**src/rtl/aes192_cbc_seq.sv**
```systemverilog
// aes192_cbc_seq: CBC chaining sequencer placed directly in front of aes192_core.
// Owns the key/IV session and turns a valid/ready block stream into core key_en/din_en pulses.
module aes192_cbc_seq #(
    parameter int unsigned KEY_TMO = 255
) (
    input  logic         i_clk,
    input  logic         i_rst_n,
    input  logic         i_key_load,
    input  logic [191:0] i_key,
    input  logic [127:0] i_iv,
    input  logic         i_mode,
    input  logic [127:0] i_din,
    input  logic         i_din_vld,
    output logic         o_din_rdy,
    output logic [127:0] o_dout,
    output logic         o_dout_vld,
    input  logic         i_dout_rdy,
    output logic         o_core_flag,
    output logic [191:0] o_core_key,
    output logic         o_core_key_en,
    output logic [127:0] o_core_din,
    output logic         o_core_din_en,
    input  logic [127:0] i_core_dout,
    input  logic         i_core_dout_en,
    input  logic         i_core_key_ok,
    output logic         o_busy,
    output logic         o_err
);

    localparam logic [2:0] ST_IDLE  = 3'd0;
    localparam logic [2:0] ST_KEY   = 3'd1;
    localparam logic [2:0] ST_READY = 3'd2;
    localparam logic [2:0] ST_CORE  = 3'd3;
    localparam logic [2:0] ST_OUT   = 3'd4;

    localparam int unsigned TW = (KEY_TMO < 4) ? 2 : $clog2(KEY_TMO + 1);
    // Counter is 0 on the key_en cycle, so key_ok is first honoured three cycles later.
    localparam logic [TW-1:0] GUARD   = TW'(3);
    localparam logic [TW-1:0] TMO_MAX = TW'(KEY_TMO);

    logic [2:0]    state;
    logic [2:0]    state_nxt;
    logic [TW-1:0] tmo_cnt;
    logic [127:0]  chain;
    logic [127:0]  ct_hold;
    logic [127:0]  result;
    logic          key_ok_seen;
    logic          tmo_hit;
    logic          in_accept;
    logic          core_done;

    always_comb begin
        key_ok_seen = (state == ST_KEY) && (tmo_cnt >= GUARD) && i_core_key_ok;
        tmo_hit     = (state == ST_KEY) && !key_ok_seen && (tmo_cnt == TMO_MAX);
        in_accept   = (state == ST_READY) && i_din_vld;
        core_done   = (state == ST_CORE) && i_core_dout_en;
        // Decrypt removes the previous ciphertext (or IV) after the core.
        result      = o_core_flag ? i_core_dout : (i_core_dout ^ chain);
    end

    always_comb begin
        state_nxt = state;
        if (i_key_load) begin
            state_nxt = ST_KEY;
        end else begin
            case (state)
                ST_IDLE:  state_nxt = ST_IDLE;
                ST_KEY: begin
                    if (key_ok_seen) begin
                        state_nxt = ST_READY;
                    end else if (tmo_hit) begin
                        state_nxt = ST_IDLE;
                    end
                end
                ST_READY: if (in_accept) state_nxt = ST_CORE;
                ST_CORE:  if (core_done) state_nxt = ST_OUT;
                ST_OUT:   if (i_dout_rdy) state_nxt = ST_READY;
                default:  state_nxt = ST_IDLE;
            endcase
        end
    end

    assign o_din_rdy = (state == ST_READY);
    assign o_busy    = (state != ST_IDLE) && (state != ST_READY);

    always_ff @(posedge i_clk or negedge i_rst_n) begin
        if (!i_rst_n) begin
            state <= ST_IDLE;
        end else begin
            state <= state_nxt;
        end
    end

    always_ff @(posedge i_clk or negedge i_rst_n) begin
        if (!i_rst_n) begin
            tmo_cnt       <= '0;
            chain         <= '0;
            ct_hold       <= '0;
            o_core_flag   <= 1'b0;
            o_core_key    <= '0;
            o_core_key_en <= 1'b0;
            o_core_din    <= '0;
            o_core_din_en <= 1'b0;
            o_dout        <= '0;
            o_dout_vld    <= 1'b0;
            o_err         <= 1'b0;
        end else begin
            o_core_key_en <= 1'b0;
            o_core_din_en <= 1'b0;
            if (i_key_load) begin
                tmo_cnt       <= '0;
                chain         <= i_iv;
                o_core_flag   <= i_mode;
                o_core_key    <= i_key;
                o_core_key_en <= 1'b1;
                o_dout_vld    <= 1'b0;
                o_err         <= 1'b0;
            end else begin
                if (state == ST_KEY) begin
                    tmo_cnt <= tmo_cnt + 1'b1;
                end
                if (tmo_hit) begin
                    o_err <= 1'b1;
                end
                if (in_accept) begin
                    o_core_din    <= o_core_flag ? (i_din ^ chain) : i_din;
                    o_core_din_en <= 1'b1;
                    if (!o_core_flag) begin
                        ct_hold <= i_din;
                    end
                end
                if (core_done) begin
                    o_dout     <= result;
                    o_dout_vld <= 1'b1;
                    chain      <= o_core_flag ? i_core_dout : ct_hold;
                end
                if ((state == ST_OUT) && i_dout_rdy) begin
                    o_dout_vld <= 1'b0;
                end
                // A result strobe with no block in flight is a core protocol fault.
                if (i_core_dout_en && (state != ST_CORE)) begin
                    o_err <= 1'b1;
                end
            end
        end
    end

endmodule

```
**config.mk**
```make
export PLATFORM = sky130hd
export DESIGN_NAME = aes192_cbc_seq
export DESIGN_NICKNAME = d
export VERILOG_FILES = /design/src/rtl/aes192_cbc_seq.sv
export SDC_FILE = /design/constraint.sdc
export NUM_CORES = 1
export LEC_CHECK = 0
export BUFFER_PORTS_ARGS = -buffer_cell sky130_fd_sc_hd__buf_2
export CAP_MARGIN = 20
export CORE_AREA = 2 2 405 407
export CTS_CLUSTER_DIAMETER = 60
export DETAILED_ROUTE_END_ITERATION = 8
export DIE_AREA = 0 0 407 409
export SYNTH_ARGS = -nofsm -noshare
export SYNTH_HDL_FRONTEND = slang
export SYNTH_SLANG_ARGS = --single-unit
export TNS_END_PERCENT = 5
```
**constraint.sdc**
```tcl
create_clock -name i_clk -period 2 [get_ports i_clk]
set_input_delay 0.4 -clock i_clk [delete_from_list [all_inputs] [get_ports i_clk]]
set_output_delay 0.4 -clock i_clk [all_outputs]
set_load 0.01 [all_outputs]
```
==> flow_metrics.env <==
export IMPL_setup_viol=1
export IMPL_violations="setup timing"
export IMPL_fin_area_sq_um=49900
export IMPL_path_clk_slew_ns=0.06
export IMPL_vdd_drop_max_uv=1100
export IMPL_rows=148
export IMPL_timing_rr_start="state[2]"
export IMPL_htreeDepth=3
export IMPL_placed_cell_area_sq_um=41000
export IMPL_hold_viol=0
export IMPL_drtIter0Drc=1770
export IMPL_cts_tree="done"
export IMPL_dieArea_sq_um=166000
export IMPL_wirelength_microns=144000
export IMPL_drv_slew=0
export IMPL_rsz0062_at_grt="true"
export IMPL_antenna_left=0
export IMPL_crit_start="state[0]"
export IMPL_start_util_pct=20.1
export IMPL_clock_skew_ns=0.0385
export IMPL_syn2layout_area_growth_pct=53.5
export IMPL_ys_seq_area_share_pct=55.4
export IMPL_maxCapViolCount=0
export IMPL_cts_root_buf="clkbuf_16"
export IMPL_hold_class="input port to flop"
export IMPL_cts_num_sinks=720
export IMPL_post_drt_wl_per_cell_microns=20.9
export IMPL_reg2reg_slack_ns=0.01
export IMPL_regArea_sq_um=18000
export IMPL_grt_pass1_wl_microns=204000
export IMPL_synth_cell_types=41
export IMPL_yosys_register_bits=720
export IMPL_multi_input_area_sq_um=13500
export IMPL_post_drt_via_cell_ratio=4.19
export IMPL_synth_cell_area_sq_um=32500
export IMPL_crit_type="flop to primary output"
export IMPL_grt_max_degree=126
export IMPL_yosysWarningCount=0
export IMPL_worstHoldEndpoint="o_err"
export IMPL_period_share_pct=101
export IMPL_coreArea_sq_um=162000
export IMPL_clkLatencyLatePin_ns=0.70
export IMPL_dieWidth_microns=407
export IMPL_cp_arrival_ns=1.61
export IMPL_crit_path_start_kind="flop"
export IMPL_firstDrtPassIters=5
export IMPL_dp_worst_setup_slack_ns=0.0879
export IMPL_hpwlAfterDp_microns=108000
export IMPL_pin_count=1039
export IMPL_power_per_cell_area_nw_per_um2=884
export IMPL_reg2regPathDepth=7
export IMPL_path_max_fanout=2
export IMPL_p_leak_nw=23.6
export IMPL_fmax_mhz=497
export IMPL_ys_async_sr_fraction_pct=100
export IMPL_nFillCells=16496
export IMPL_port_buffers=1038
export IMPL_drc=0
export IMPL_slew_headroom_pct=52.1
export IMPL_antenna_found_initial=20
export IMPL_syn_num_nets=3549
export IMPL_end_kind="primary output"
export IMPL_required_ns=1.60
export IMPL_syn_inst=2964
export IMPL_grtUsageTotal_pct=16.7
export IMPL_syn_avg_cell_area_sq_um=11.0
export IMPL_drive_gt1_share_pct=36.0
export IMPL_gr_total_overflow=0
export IMPL_setup_ws_ns=-0.0111
export IMPL_synth_edf_count=0
export IMPL_clockBufferDepth=3
export IMPL_gp_congestion=0.906
export IMPL_vias=28812
export IMPL_cts_buffers=90
export IMPL_worst_slew_pin_slew_ns=0.718
export IMPL_first_global_vias=29862
export IMPL_min_from="i_core_dout_en"
export IMPL_r2r_end="ct_hold[71]"
export IMPL_die_h_microns=409
export IMPL_synth_flop_cell="dfrtp_1"
export IMPL_post_route_min_period_ns=2.01
export IMPL_outcome="finished, violations left"
export IMPL_min_path_cells=3
export IMPL_nets=5207
==> area by class of cell <==
cell class                      count  share of cell area [%]
Clock buffer                      123                    5.10
Inverter                            2                  0.0150
Sequential cell                   720                    36.1
Tap cell                         2175                    5.45
Multi-Input combinational cell   2045                    27.0
Timing Repair Buffer             1763                    25.4
Clock inverter                     41                   0.923
Antenna cell                        9                  0.0451
==> registers in the layout, indices dropped and copies added (netlist names), 3 cells and up <==
name / cells
state: 3
o_core_din: 128
tmo_cnt: 8
o_core_key: 192
chain: 128
o_dout: 128
ct_hold: 128
==> cells in the mapped netlist (3+ instances only) <==
library cell    n  area share, %
mux2i_1       130            4.0
buf_1           8          0.092
nand2_1       514            5.9
o21ai_0       332            5.1
mux2_2        311             11
nand4_1         5          0.096
buf_4           3          0.069
o21ai_1        56           0.86
clkbuf_1       96            1.1
xor2_1        134            3.6
a21oi_1       132            2.0
dfrtp_1       720             55
buf_2          71            1.1
mux2_4         10           0.46
nor2b_1       129            2.5
buf_12         11           0.68
buf_6           6           0.21
nor2_1        138            1.6
xnor2_1       130            3.5
==> metal layers <==
metal / vias to the layer above / wire [microns] / global-route usage, %
met2: 1134 / 67100 / 27.3
met5: - / 69 / 0
li1: 13238 / - / -
met3: 380 / 10200 / 4.26
met1: 14050 / 54900 / 18.9
met4: 10 / 11300 / 11.9
==> stage by stage <==
step                      hold WS (ns)  TNS [ns]  total power [mW]  std cells  utilization, %
final                           0.0883   -0.0111              44.1       6878            30.8
after global routing            0.0486     -1.95              46.1       6871            30.8
after detailed placement         0.299         0              26.8       6140            25.3
after CTS                      0.00233    -0.280              44.5       6867            30.7
after global placement           0.295         0              26.6       6140            25.3
after floorplan                  0.104         0              21.7       2964               -
==> logic make-up after synthesis <==
logic type	after synthesis	synth area share [%]
and+or+nand+nor	805	10.7
muxes	451	15.2
buffers and inverters	199	3.36
adders and majority gates	1	0.0385
DFF	720	55.4
xor gates and xnor gates	264	7.11
AOI/OAI and AO/OA	524	8.11
==> placed cells by master, fill, tap and decap left out, types with 3 or more instances in the layout <==
cell type      Yosys  layout
buf_12            11      31
xor2_1           134     133
buf_16             0       4
inv_8              0       5
clkinv_4           0       7
mux2i_1          130     130
dfrtp_1          720     718
o21ai_1           56      56
nand2_1          514     514
clkbuf_16          0      92
bufinv_16          0       3
dlygate4sd3_1      0     555
clkinv_2           0      13
mux2_4            10      21
nor2b_1          129     129
xnor2_1          130     130
a21oi_1          132     132
o21ai_0          332     332
buf_6              6      14
buf_4              3     120
clkbuf_1          96      16
mux2_2           311     300
clkinvlp_4         0       4
nor2_1           138     138
clkinv_16          0       3
buf_2             71    1033
nand4_1            5       5
diode_2            0       9
inv_6              0       4
clkbuf_8           0      17
==> worst max-delay path, cell delays in order, from the launching register on <==
cell and delay [ns]:
dfrtp_1 0.41, buf_6 0.13, or2_4 0.27, buf_6 0.13
==> power by group <==
group | internal (mW) | total (mW) | switching, mW
combinational | 4.40 | 9.81 | 5.41
clock | 9.45 | 16.4 | 6.98
sequential | 16.5 | 17.9 | 1.36
total | 30.4 | 44.1 | 13.8
==> timing repair <==
item                                    CTS  global route
endpoints found under the setup margin    3           150
cloned                                    2             2
hold buffers                            555             0
buffers inserted                          7             0
endpoints found under the hold margin   952             0
pin swaps                                 2             1
gates resized for setup                  21            21
==> worst max-delay path by stage <==
| stage | endpoint | cells after the start |
|---|---|---|
| floorplan | ct_hold[100] | 7 |
| global placement | ct_hold[73] | 6 |
| detailed placement | o_err | 5 |
| CTS | o_busy | 3 |
| global route | o_busy | 3 |
| finish | o_busy | 3 |
Note: power is estimated with default switching activity, not from simulation.
